### config.mk
export PLATFORM = sky130hd
export DESIGN_NAME = i2c_slave_responder
export DESIGN_NICKNAME = d
export VERILOG_FILES = /design/src/rtl/i2c_slave_responder.sv
export SDC_FILE = /design/constraint.sdc
export NUM_CORES = 1
export LEC_CHECK = 0
export ABC_AREA = 1
export BUFFER_PORTS_ARGS = -buffer_cell sky130_fd_sc_hd__clkbuf_2
export CORE_MARGIN = 2
export CORE_UTILIZATION = 52
export CTS_CLUSTER_SIZE = 40
export DETAILED_ROUTE_END_ITERATION = 6
export GPL_TIMING_DRIVEN = 0
export HOLD_SLACK_MARGIN = 0.03
export PLACE_DENSITY = 0.77
export SLEW_MARGIN = 20
export SYNTH_ARGS = -nofsm -noshare
export SYNTH_HDL_FRONTEND = slang
export SYNTH_SLANG_ARGS = --single-unit
### constraint.sdc
create_clock -name wb_clk_i -period 1.9 [get_ports wb_clk_i]
set_clock_uncertainty 0.1 [all_clocks]
set_input_delay 0.095 -clock wb_clk_i [delete_from_list [all_inputs] [get_ports wb_clk_i]]
set_output_delay 0.095 -clock wb_clk_i [all_outputs]
set_load 0.005 [all_outputs]
### src/rtl/i2c_slave_responder.sv
// rtl/i2c_slave_responder.sv - I2C slave byte responder with open-drain SDA drive
// Accepts writes to SLAVE_ADDR and returns host-supplied bytes on reads.
module i2c_slave_responder #(
  parameter logic [6:0] SLAVE_ADDR = 7'h51
) (
  input  logic       wb_clk_i,
  input  logic       arst_i,
  input  logic       scl_pad_i,
  input  logic       sda_pad_i,
  output logic       sda_pad_o,
  output logic       sda_padoen_o,
  output logic [7:0] rx_data_o,
  output logic       rx_valid_o,
  input  logic [7:0] tx_data_i,
  output logic       tx_req_o,
  output logic       busy_o
);

  typedef enum logic [2:0] {IDLE, ADDR, ACK_ADDR, WRITE, ACK_WR, READ, ACK_RD} state_t;

  state_t     state, state_nxt;
  logic [2:0] scl_sync, sda_sync;
  logic       scl_s, scl_h, sda_s, sda_h;
  logic       scl_rise, scl_fall, start_det, stop_det;
  logic [2:0] cnt, cnt_nxt;
  logic [7:0] shift, shift_nxt, rx_data_nxt;
  logic       rw, rw_nxt;
  logic       acked, acked_nxt;
  logic       padoen_nxt, rx_valid_nxt, tx_req_nxt, busy_nxt;

  assign sda_pad_o = 1'b0;

  // [0],[1] form the synchronizer, [2] is the history sample used for edge detection
  always_ff @(posedge wb_clk_i or negedge arst_i) begin
    if (!arst_i) begin
      scl_sync <= 3'b111;
      sda_sync <= 3'b111;
    end else begin
      scl_sync <= {scl_sync[1:0], scl_pad_i};
      sda_sync <= {sda_sync[1:0], sda_pad_i};
    end
  end

  assign scl_s     = scl_sync[1];
  assign scl_h     = scl_sync[2];
  assign sda_s     = sda_sync[1];
  assign sda_h     = sda_sync[2];
  assign scl_rise  = scl_s & ~scl_h;
  assign scl_fall  = ~scl_s & scl_h;
  assign start_det = scl_s & scl_h & sda_h & ~sda_s;
  assign stop_det  = scl_s & scl_h & ~sda_h & sda_s;

  always_ff @(posedge wb_clk_i or negedge arst_i) begin
    if (!arst_i) begin
      state        <= IDLE;
      cnt          <= 3'd7;
      shift        <= 8'h00;
      rw           <= 1'b0;
      acked        <= 1'b0;
      sda_padoen_o <= 1'b1;
      rx_data_o    <= 8'h00;
      rx_valid_o   <= 1'b0;
      tx_req_o     <= 1'b0;
      busy_o       <= 1'b0;
    end else begin
      state        <= state_nxt;
      cnt          <= cnt_nxt;
      shift        <= shift_nxt;
      rw           <= rw_nxt;
      acked        <= acked_nxt;
      sda_padoen_o <= padoen_nxt;
      rx_data_o    <= rx_data_nxt;
      rx_valid_o   <= rx_valid_nxt;
      tx_req_o     <= tx_req_nxt;
      busy_o       <= busy_nxt;
    end
  end

  // STOP beats START, and START beats any same-cycle SCL edge
  always_comb begin
    state_nxt = state;
    if (stop_det) begin
      state_nxt = IDLE;
    end else if (start_det) begin
      state_nxt = ADDR;
    end else begin
      case (state)
        ADDR:
          if (scl_rise && cnt == 3'd0)
            state_nxt = (shift[6:0] == SLAVE_ADDR) ? ACK_ADDR : IDLE;
        ACK_ADDR:
          if (scl_fall && acked)
            state_nxt = rw ? READ : WRITE;
        WRITE:
          if (scl_rise && cnt == 3'd0)
            state_nxt = ACK_WR;
        ACK_WR:
          if (scl_fall && acked)
            state_nxt = WRITE;
        READ:
          if (scl_fall && acked)
            state_nxt = ACK_RD;
        ACK_RD: begin
          if (scl_rise && sda_s)
            state_nxt = IDLE;
          else if (scl_fall && acked)
            state_nxt = READ;
        end
        default: state_nxt = IDLE;
      endcase
    end
  end

  // acked marks the second half of a multi-edge phase (ACK driven, last read bit sent, master ACK seen)
  always_comb begin
    cnt_nxt      = cnt;
    shift_nxt    = shift;
    rw_nxt       = rw;
    acked_nxt    = acked;
    padoen_nxt   = sda_padoen_o;
    rx_data_nxt  = rx_data_o;
    rx_valid_nxt = 1'b0;
    tx_req_nxt   = 1'b0;
    busy_nxt     = busy_o;
    if (stop_det) begin
      padoen_nxt = 1'b1;
      busy_nxt   = 1'b0;
    end else if (start_det) begin
      padoen_nxt = 1'b1;
      busy_nxt   = 1'b1;
      cnt_nxt    = 3'd7;
      acked_nxt  = 1'b0;
    end else begin
      case (state)
        ADDR:
          if (scl_rise) begin
            shift_nxt = {shift[6:0], sda_s};
            if (cnt == 3'd0) begin
              rw_nxt    = sda_s;
              acked_nxt = 1'b0;
            end else begin
              cnt_nxt = cnt - 3'd1;
            end
          end
        ACK_ADDR, ACK_WR: begin
          if (scl_rise && acked && state == ACK_ADDR && rw)
            tx_req_nxt = 1'b1;
          if (scl_fall) begin
            if (!acked) begin
              padoen_nxt = 1'b0;
              acked_nxt  = 1'b1;
            end else begin
              acked_nxt = 1'b0;
              cnt_nxt   = 3'd7;
              if (state == ACK_ADDR && rw) begin
                shift_nxt  = tx_data_i;
                padoen_nxt = tx_data_i[7];
              end else begin
                padoen_nxt = 1'b1;
              end
            end
          end
        end
        WRITE:
          if (scl_rise) begin
            shift_nxt = {shift[6:0], sda_s};
            if (cnt == 3'd0) begin
              rx_data_nxt  = {shift[6:0], sda_s};
              rx_valid_nxt = 1'b1;
              acked_nxt    = 1'b0;
            end else begin
              cnt_nxt = cnt - 3'd1;
            end
          end
        READ: begin
          if (scl_rise) begin
            if (cnt == 3'd0)
              acked_nxt = 1'b1;
            else
              cnt_nxt = cnt - 3'd1;
          end
          if (scl_fall) begin
            if (acked) begin
              padoen_nxt = 1'b1;
              acked_nxt  = 1'b0;
            end else begin
              padoen_nxt = shift[cnt];
            end
          end
        end
        ACK_RD: begin
          if (scl_rise && !sda_s) begin
            tx_req_nxt = 1'b1;
            acked_nxt  = 1'b1;
          end
          if (scl_fall && acked) begin
            shift_nxt  = tx_data_i;
            padoen_nxt = tx_data_i[7];
            cnt_nxt    = 3'd7;
            acked_nxt  = 1'b0;
          end
        end
        default: ;
      endcase
    end
  end

endmodule

==> results.sh, run 1 <==
export IMPL_status="complete, no violations"
export IMPL_cpMaxStageDelayCell="dfstp_2"
export IMPL_ys_seq_elements=34
export IMPL_die_area_sq_um=4400
export IMPL_ant_nets=0
export IMPL_setup_viol=0
export IMPL_power_frac_comb_pct=40.2
export IMPL_routed_via_density=5.30
export IMPL_max_freq_ghz=0.554
export IMPL_reg2reg_depth=8
export IMPL_dp_cells=340
export IMPL_gp_congestion=0.896
export IMPL_crit_top_cell="nor2_1"
export IMPL_ys_warn_count=0
export IMPL_required_ps=1980
export IMPL_area_growth_pct=16.7
export IMPL_intPower_mw=1.65
export IMPL_critPathLaunchType="flip-flop"
export IMPL_min_path_cells=3
export IMPL_io_buffers=23
export IMPL_hold_start="tx_data_i[1]"
export IMPL_synth_top_cell_area_share_pct=29.7
export IMPL_syn_nets=283
export IMPL_min_to="shift[1]"
export IMPL_synthTopCellsByArea="dfrtp_1 (30%), nand2_1 (16%), dfstp_2 (13%)"
export IMPL_stdcell_count=355
export IMPL_fin_util_pct=64.0
export IMPL_fin_crit_ps=1810
export IMPL_ir_drop_mv=0.937
export IMPL_setup_tns_ps=0
export IMPL_grt_pass1_wl_mm=8.40
export IMPL_final_fill_count=329
export IMPL_clk_latency_ps=290
export IMPL_clk_path_buf_depth=2
export IMPL_swShare_pct=41.0
export IMPL_holdWs_ps=35.1
export IMPL_drt_total_wl_mm=4.80
export IMPL_die_x_microns=66.4
export IMPL_rows=22
export IMPL_grt_max_degree=35
export IMPL_r2r_start="scl_sync[1]"
export IMPL_fin_nets=320
export IMPL_pwr_density_cell_nw_per_um2=1190
export IMPL_critPathMaxFanout=10
export IMPL_synth_flop_cell="dfrtp_1"
export IMPL_p_leak_nw=1.24
export IMPL_finalHoldViolCount=0
export IMPL_seqCellArea_sq_um=863
export IMPL_cts_tree="yes"
export IMPL_overflow=0
export IMPL_pwr_share_clk_pct=20.1
export IMPL_vias=1881
export IMPL_r2r_end="shift[7]"
export IMPL_period_share_pct=95.1
export IMPL_initial_core_util_pct=54.8
export IMPL_total_power_mw=2.80
export IMPL_yosys_area_top_type="dfrtp_1"
export IMPL_dp_hpwl_mm=3.52
export IMPL_dieHeight_microns=66.4
export IMPL_synth_area_sq_um=2020
export IMPL_multi_input_comb_area_sq_um=972
export IMPL_cts_sinks=34
export IMPL_h_tree_depth=2
export IMPL_io_pins=25
export IMPL_synth_most_common_cell="nand2_1"
export IMPL_track_usage_pct=25.8
export IMPL_drc=0
export IMPL_critical_path_class="reg -> reg"
export IMPL_clk_pin_slew_worst_paths_ps=70
export IMPL_synthDistinctLibCells=31
export IMPL_max_stage_delay_ps=560
export IMPL_crit_chain="nand2_1 > inv_1 > nor2_1 > nor2_1 > nand4_4 > buf_6 > nand2_2 > o21ai_2"
export IMPL_synthArstFlopShare_pct=100
export IMPL_routedWlPerCell_microns=13.5
export IMPL_crit_arrival_ps=1880
export IMPL_seqPwrFrac_pct=39.8
export IMPL_synthTopCellsByCount="nand2_1 (86), inv_1 (28), dfrtp_1 (24), nand3_1 (24), o21ai_0 (22)"
export IMPL_worst_pin_slew_ps=832
export IMPL_path_buf_inv=2
export IMPL_slew_headroom_pct=44.5
export IMPL_drv_cap=0
export IMPL_syn_area_per_cell_sq_um=7.52
export IMPL_antenna_found_initial=0
export IMPL_ys_seq_area_share_pct=42.7
export IMPL_r2r_setup_slack_ps=90
export IMPL_core_area_sq_um=3690
export IMPL_antenna_cells=0
export IMPL_critPathTopFamily="simple AND/OR/NAND/NOR gates"
export IMPL_initialDrtViolationCount=178
export IMPL_root_buffer="clkbuf_8"
export IMPL_slew_viol_final=0
export IMPL_crit_path_end_kind="flip-flop"
export IMPL_hold_class="in -> reg"
export IMPL_numCtsBuffers=5
export IMPL_drive_gt1_share_pct=26.7
export IMPL_postSynthCellCount=269
export IMPL_firstDrtPassIters=4
export IMPL_grt_pass1_vias=1831
export IMPL_power_switching_mw=1.15
export IMPL_synth_edf_count=0
-- flip-flops by register name (all words and copies together), names as in the netlist --
register,cells
rx_valid_o,1
shift,8
state,3
rw,1
cnt,3
acked,1
sda_padoen_o,1
sda_sync,3
busy_o,1
rx_data_o,8
tx_req_o,1
scl_sync,3
-- how the worst max path moves through the flow --
stage	start	end	slack [ps]	cells past startpoint
detailed placement	cnt[0]	rx_data_o[0]	-230	8
floorplan	cnt[0]	rx_data_o[0]	80	8
finish	scl_sync[1]	shift[7]	90	8
CTS	cnt[0]	rx_data_o[1]	60	7
global route	scl_sync[1]	cnt[2]	-20	9
global placement	cnt[0]	rx_data_o[1]	-200	8
-- kinds of logic after synthesis --
| kind of cell | share of synthesized area (%) |
|---|---|
| and+or+nand+nor | 32.6 |
| AOI/OAI and AO/OA | 13.0 |
| buffers and inverters | 9.34 |
| DFF | 42.7 |
| adders and majority gates | 1.24 |
| other | 0.185 |
| xor gates and xnor gates | 0.433 |
| muxes | 0.495 |
-- layout by cell type, fill, tap and decap left out, types with 4 or more instances in the layout --
cell type      instances
o21ai_2                8
inv_1                 27
dfrtp_1               24
nand2_2                8
inv_2                  7
a21oi_1                7
o21ai_0               22
nand3_1               24
nand2_1               85
clkbuf_8               6
dlygate4sd3_1          4
nor2_1                16
dfstp_2               10
buf_4                  8
clkbuf_2              23
-- what timing repair did --
item	4_1_cts	5_1_grt
pin swaps	0	2
hold buffers	4	0
endpoints found under the setup margin	16	14
gates resized for setup	1	2
setup buffers	0	4
hold endpoints to repair	27	0
-- metrics by stage --
step	instance area, sq um	setup WS, ps
after floorplan	2020	84.2
after global placement	2200	-197
after detailed placement	2200	-232
after CTS	2330	58.0
after global routing	2360	-19.3
final	2360	93.7
-- area by class of cell --
| cell class | instances | share of cell area (%) |
|---|---|---|
| multi-input combinational | 193 | 41.2 |
| sequential | 34 | 36.6 |
| timing repair buffer | 31 | 7.85 |
| inverter | 34 | 5.41 |
| clock buffer | 7 | 3.66 |
| buffer | 7 | 2.55 |
| tap | 48 | 2.55 |
| clock inverter | 1 | 0.212 |
-- worst min-delay path: stages --
cell and delay (ps):
clkbuf_2 70, o21ai_0 100, o21ai_2 130
-- power groups by stage --
stage          registers (mW)  clock network (mW)  logic [mW]
4_1_cts                  1.11               0.575        1.07
6_report                 1.11               0.562        1.12
3_5_place_dp             1.10                   0        1.07
2_1_floorplan            1.05                   0       0.843
3_3_place_gp             1.09                   0        1.04
5_1_grt                  1.14               0.611        1.30
-- layer usage --
layer / global-route usage (%) / wire length [microns] / up-vias
met2: 40.3 / 2250 / 63
met1: 33.7 / 2170 / 880
met5: 0 / 0 / -
met3: 7.84 / 321 / 7
li1: - / - / 931
met4: 9.44 / 60 / 0
Note: power is estimated with default switching activity, not from simulation.
==> run 2: changes to the inputs <==
--- a/config.mk
+++ b/config.mk
@@ -6,14 +6,14 @@
 export NUM_CORES = 1
 export LEC_CHECK = 0
 export ABC_AREA = 1
-export BUFFER_PORTS_ARGS = -buffer_cell sky130_fd_sc_hd__clkbuf_2
 export CORE_MARGIN = 2
-export CORE_UTILIZATION = 52
+export CORE_UTILIZATION = 57
 export CTS_CLUSTER_SIZE = 40
 export DETAILED_ROUTE_END_ITERATION = 6
+export DONT_BUFFER_PORTS = 1
 export GPL_TIMING_DRIVEN = 0
 export HOLD_SLACK_MARGIN = 0.03
-export PLACE_DENSITY = 0.77
+export PLACE_DENSITY = 0.76
 export SLEW_MARGIN = 20
 export SYNTH_ARGS = -nofsm -noshare
 export SYNTH_HDL_FRONTEND = slang
==> results.sh, run 2 (same netlist as run 1, synthesis figures left out) <==
export IMPL_ir_drop_mv=0.860
export IMPL_drt_total_wl_mm=4.51
export IMPL_root_buffer="clkbuf_4"
export IMPL_fin_nets=303
export IMPL_swShare_pct=42.3
export IMPL_placed_area_sq_um=2080
export IMPL_antenna_found_initial=0
export IMPL_crit_arrival_ps=1910
export IMPL_status="complete, no violations"
export IMPL_dpl_worst_slack_ps=-202
export IMPL_die_area_sq_um=4040
export IMPL_crit_path_end_kind="flip-flop"
export IMPL_clk_path_buf_depth=2
export IMPL_setup_tns_ps=0
export IMPL_numCtsBuffers=5
export IMPL_cts_sinks=34
export IMPL_h_tree_depth=2
export IMPL_clk_pin_slew_worst_paths_ps=120
export IMPL_routedWlPerCell_microns=13.4
export IMPL_finalHoldViolCount=0
export IMPL_total_power_mw=2.62
export IMPL_die_x_microns=63.6
export IMPL_max_freq_ghz=0.567
export IMPL_max_stage_delay_ps=580
export IMPL_gp_congestion=0.876
export IMPL_seqPwrFrac_pct=41.5
export IMPL_intPower_mw=1.52
export IMPL_drive_gt1_share_pct=20.0
export IMPL_grt_pass1_wl_mm=7.59
export IMPL_drv_cap=0
export IMPL_firstDrtPassIters=4
export IMPL_seqCellArea_sq_um=863
export IMPL_grt_max_degree=35
export IMPL_period_share_pct=92.8
export IMPL_top_regs="rx_data_o (8), shift (8)"
export IMPL_cpMaxStageDelayCell="dfstp_2"
export IMPL_dp_hpwl_mm=3.32
export IMPL_io_buffers=0
export IMPL_area_growth_pct=13.2
export IMPL_ant_nets=0
export IMPL_critPathMaxFanout=10
export IMPL_initialDrtViolationCount=110
export IMPL_power_switching_mw=1.11
export IMPL_required_ps=2050
export IMPL_grt_pass1_vias=1664
export IMPL_cts_tree="yes"
export IMPL_drc=0
export IMPL_critPathLaunchType="flip-flop"
export IMPL_power_frac_comb_pct=42.1
export IMPL_p_leak_nw=1.15
export IMPL_routed_via_density=5.32
export IMPL_vias=1786
export IMPL_crit_chain="inv_2 > nand2_1 > inv_1 > o21ai_4 > nand4_4 > buf_6 > nand2_2 > o21ai_2"
export IMPL_layout_common_cells="nand2_1 (85), inv_1 (28), nand3_1 (24), dfrtp_1 (24), o21ai_0 (22)"
export IMPL_io_pins=25
export IMPL_clk_latency_ps=350
export IMPL_final_area_sq_um=2290
export IMPL_slew_viol_final=0
export IMPL_setup_viol=0
export IMPL_fin_crit_ps=1760
export IMPL_pwr_density_cell_nw_per_um2=1150
export IMPL_dieHeight_microns=63.6
export IMPL_antenna_cells=0
export IMPL_overflow=0
export IMPL_layout_setup_ws_ps=137
export IMPL_critical_path_class="reg -> reg"
export IMPL_initial_core_util_pct=60.1
export IMPL_final_fill_count=303
export IMPL_final_common_cell="nand2_1"
export IMPL_track_usage_pct=24.5
export IMPL_hold_class="in -> reg"
export IMPL_critPathTopFamily="flip-flops"
export IMPL_multi_input_comb_area_sq_um=975
export IMPL_rows=21
export IMPL_path_buf_inv=3
export IMPL_pwr_share_clk_pct=16.4
export IMPL_core_area_sq_um=3360
## run 2: changes by cell type in the layout (fill, tap and decap cells not counted)
| cell | change |
|---|---|
| buf_4 | -1 |
| buf_12 | +1 |
| inv_2 | -1 |
| clkbuf_2 | -23 |
| clkbuf_4 | +4 |
| dlygate4sd3_1 | +7 |
| nor2_2 | +1 |
| inv_1 | +1 |
| nor2_1 | -1 |
| clkbuf_8 | -5 |
## run 2: layout make-up
| class | count | area share, % |
|---|---|---|
| Buffer | 6 | 2.30 |
| Clock buffer | 7 | 2.41 |
| Clock inverter | 1 | 0.219 |
| Inverter | 34 | 5.58 |
| Multi-Input combinational cell | 193 | 42.6 |
| Sequential cell | 34 | 37.7 |
| Tap cell | 46 | 2.52 |
| Timing Repair Buffer | 15 | 6.67 |
## run 2: path summary, 6_finish.rpt
check	slack [ps]	start	to	depth (start not counted)
worst max register to register	140	sda_sync[1]	shift[0]	8
max in group asynchronous	1370	arst_i	sda_sync[2]	2
worst min register to register	260	sda_sync[0]	sda_sync[1]	0
worst max-delay path	140	sda_sync[1]	shift[0]	8
worst min-delay path	50	tx_data_i[7]	sda_padoen_o	6
min in group asynchronous	70	arst_i	shift[2]	2
## run 2: metal layers
metal  track usage, %  up-vias  wire [microns]
met1             34.2      818            2080
li1                 -      898               -
met4             8.70        0              41
met5                0        -               0
met3             6.79        5             294
met2             36.4       65            2090
## run 2: what timing repair did
action / CTS / global route
hold buffers: 12 / 0
setup endpoints to repair: 16 / 16
pin swaps: 0 / 1
gates resized for setup: 1 / 1
hold endpoints to repair: 44 / 0
cloned: 0 / 0
buffers inserted: 0 / 3
## run 2: tightest hold or removal path, delay by kind of cell
kind,cells,cell delay [ps]
AND/OR/NAND/NOR,5,300
AO/OA/AOI/OAI,1,70
## run 2: through the flow
stage | hold WS [ps] | utilization [%] | instances
finish | 49.1 | 68.0 | 336
global route | 78.0 | 68.0 | 336
CTS | 37.4 | 67.4 | 334
detailed placement | -300 | 61.8 | 315
global placement | -300 | 61.8 | 315
floorplan | -301 | - | 269
## run 2: power groups by stage
stage                     combinational [mW]  clock [mW]  sequential [mW]
after detailed placement                1.03           0             1.09
after global placement                  1.02           0             1.09
after floorplan                        0.843           0             1.05
final                                   1.11       0.430             1.09
after global routing                    1.25       0.472             1.11
after CTS                               1.05       0.434             1.10
==> run 3: changes to the inputs <==
--- a/config.mk
+++ b/config.mk
@@ -13,7 +13,9 @@
 export DONT_BUFFER_PORTS = 1
 export GPL_TIMING_DRIVEN = 0
 export HOLD_SLACK_MARGIN = 0.03
+export MAX_ROUTING_LAYER = met4
 export PLACE_DENSITY = 0.76
+export REMOVE_ABC_BUFFERS = 1
 export SLEW_MARGIN = 20
 export SYNTH_ARGS = -nofsm -noshare
 export SYNTH_HDL_FRONTEND = slang
==> results.sh, run 3 (same netlist as run 1, synthesis figures left out) <==
export IMPL_overflow=0
export IMPL_initialDrtViolationCount=105
export IMPL_cts_tree="yes"
export IMPL_holdWs_ps=31.3
export IMPL_antenna_cells=0
export IMPL_io_buffers=0
export IMPL_die_x_microns=63.6
export IMPL_crit_top_cell="nand2_1"
export IMPL_dp_hpwl_mm=3.00
export IMPL_path_buf_inv=1
export IMPL_critical_path_class="reg -> reg"
export IMPL_power_frac_comb_pct=41.5
export IMPL_clk_path_buf_depth=2
export IMPL_r2r_start="state[0]"
export IMPL_fin_crit_ps=1770
export IMPL_ir_drop_mv=0.632
export IMPL_h_tree_depth=2
export IMPL_max_freq_ghz=0.565
export IMPL_finalHoldViolCount=0
export IMPL_required_ps=2060
export IMPL_grt_pass1_vias=1606
export IMPL_firstDrtPassIters=4
export IMPL_die_area_sq_um=4040
export IMPL_hold_class="in -> reg"
export IMPL_r2r_end="cnt[1]"
export IMPL_routedWlPerCell_microns=13.2
export IMPL_clk_latency_ps=330
export IMPL_r2r_setup_slack_ps=130
export IMPL_crit_cells=9
export IMPL_power_switching_mw=1.08
export IMPL_top_regs="rx_data_o (8), shift (8)"
export IMPL_reg2reg_depth=9
export IMPL_fin_nets=297
export IMPL_critPathTopFamily="simple AND/OR/NAND/NOR gates"
export IMPL_area_growth_pct=11.6
export IMPL_rsz0062_at_grt="no"
export IMPL_clk_pin_slew_worst_paths_ps=110
export IMPL_drv_cap=0
export IMPL_layout_common_cells="nand2_1 (85), inv_1 (28), nand3_1 (24), dfrtp_1 (23), o21ai_0 (21)"
export IMPL_p_leak_nw=1.14
export IMPL_crit_chain="inv_2 > nand3_4 > nor2_2 > nand2_1 > o21ai_1 > nor2_2 > nand2_1 > nand2_1 > nand2_1"
export IMPL_track_usage_pct=24.3
export IMPL_slew_viol_final=0
export IMPL_final_common_cell="nand2_1"
export IMPL_period_share_pct=93.1
export IMPL_crit_path_end_kind="flip-flop"
export IMPL_drt_total_wl_mm=4.35
export IMPL_intPower_mw=1.51
export IMPL_io_pins=25
export IMPL_antenna_found_initial=0
export IMPL_crit_arrival_ps=1930
export IMPL_critPathMaxFanout=6
export IMPL_setup_viol=0
export IMPL_status="complete, no violations"
export IMPL_initial_core_util_pct=60.1
export IMPL_numCtsBuffers=5
export IMPL_ant_nets=0
export IMPL_grt_max_degree=35
export IMPL_crit_start="state[0]"
export IMPL_max_stage_delay_ps=460
export IMPL_swShare_pct=41.6
export IMPL_cpMaxStageDelayCell="dfrtp_1"
export IMPL_crit_end="cnt[1]"
export IMPL_critPathLaunchType="flip-flop"
export IMPL_stdcell_count=330
export IMPL_pwr_share_clk_pct=16.1
export IMPL_vias=1742
export IMPL_drc=0
export IMPL_total_power_mw=2.59
export IMPL_drive_gt1_share_pct=18.3
export IMPL_dieHeight_microns=63.6
export IMPL_grt_pass1_wl_mm=7.40
export IMPL_rows=21
export IMPL_dp_cells=307
export IMPL_root_buffer="clkbuf_4"
export IMPL_routed_via_density=5.28
export IMPL_seqPwrFrac_pct=42.4
export IMPL_gp_congestion=0.913
export IMPL_pwr_density_cell_nw_per_um2=1150
export IMPL_cts_sinks=34
export IMPL_fin_util_pct=67.1
export IMPL_hold_start="tx_data_i[7]"
export IMPL_core_area_sq_um=3360
==> run 3: cell type report <==
cell class	count	area [sq um]
Tap cell	46	57.6
Sequential cell	34	865
Fill cell	306	1110
Multi-Input combinational cell	194	991
Inverter	34	128
Clock buffer	8	58.8
Timing Repair Buffer	14	158
==> run 3: repair_timing <==
item,CTS,global route
pin swaps,0,2
gates resized for setup,1,4
endpoints found under the hold margin,45,0
buffers inserted,0,2
gates cloned,0,1
endpoints found under the setup margin,12,21
hold buffers,12,0
==> run 3: worst register-to-register path, delay by kind of cell (launching register included) <==
kind / cells / cell delay, ps
AND/OR/NAND/NOR: 7 / 840
buffers and inverters: 1 / 190
AO/OA/AOI/OAI: 1 / 100
flip-flops: 1 / 460
==> run 3: power by group through the flow <==
stage / Sequential [mW] / Clock, mW / Combinational [mW]
floorplan: 1.06 / 0 / 0.781
global placement: 1.11 / 0 / 0.925
detailed placement: 1.12 / 0 / 0.941
CTS: 1.11 / 0.429 / 0.990
global route: 1.12 / 0.464 / 1.25
finish: 1.10 / 0.419 / 1.08
==> run 3: per-stage QoR <==
| step | setup slack, ps | setup TNS, ps | instance area [sq um] |
|---|---|---|---|
| after floorplan | 42.8 | 0 | 1960 |
| after global placement | -505 | -5800 | 2020 |
| after detailed placement | -169 | -1380 | 2020 |
| after CTS | 25.2 | 0 | 2210 |
| after global routing | 16.5 | 0 | 2260 |
| final | 131 | 0 | 2260 |
==> run 3: how the worst min path moves through the flow <==
stage                   end  cells past startpoint  slack, ps
6_report       sda_padoen_o                      5         30
2_1_floorplan         acked                      0       -300
3_5_place_dp       shift[3]                      0       -300
5_1_grt        sda_padoen_o                      5         50
3_3_place_gp       shift[3]                      0       -300
4_1_cts        sda_padoen_o                      5         30
==> run 3: metal layers <==
metal / vias up / part of all wire, % / track usage (%)
met5: - / 0 / -
met4: 0 / 1.7 / 9.51
met3: 8 / 7.0 / 7.50
met2: 64 / 46 / 34.3
met1: 784 / 46 / 32.5
li1: 886 / - / -
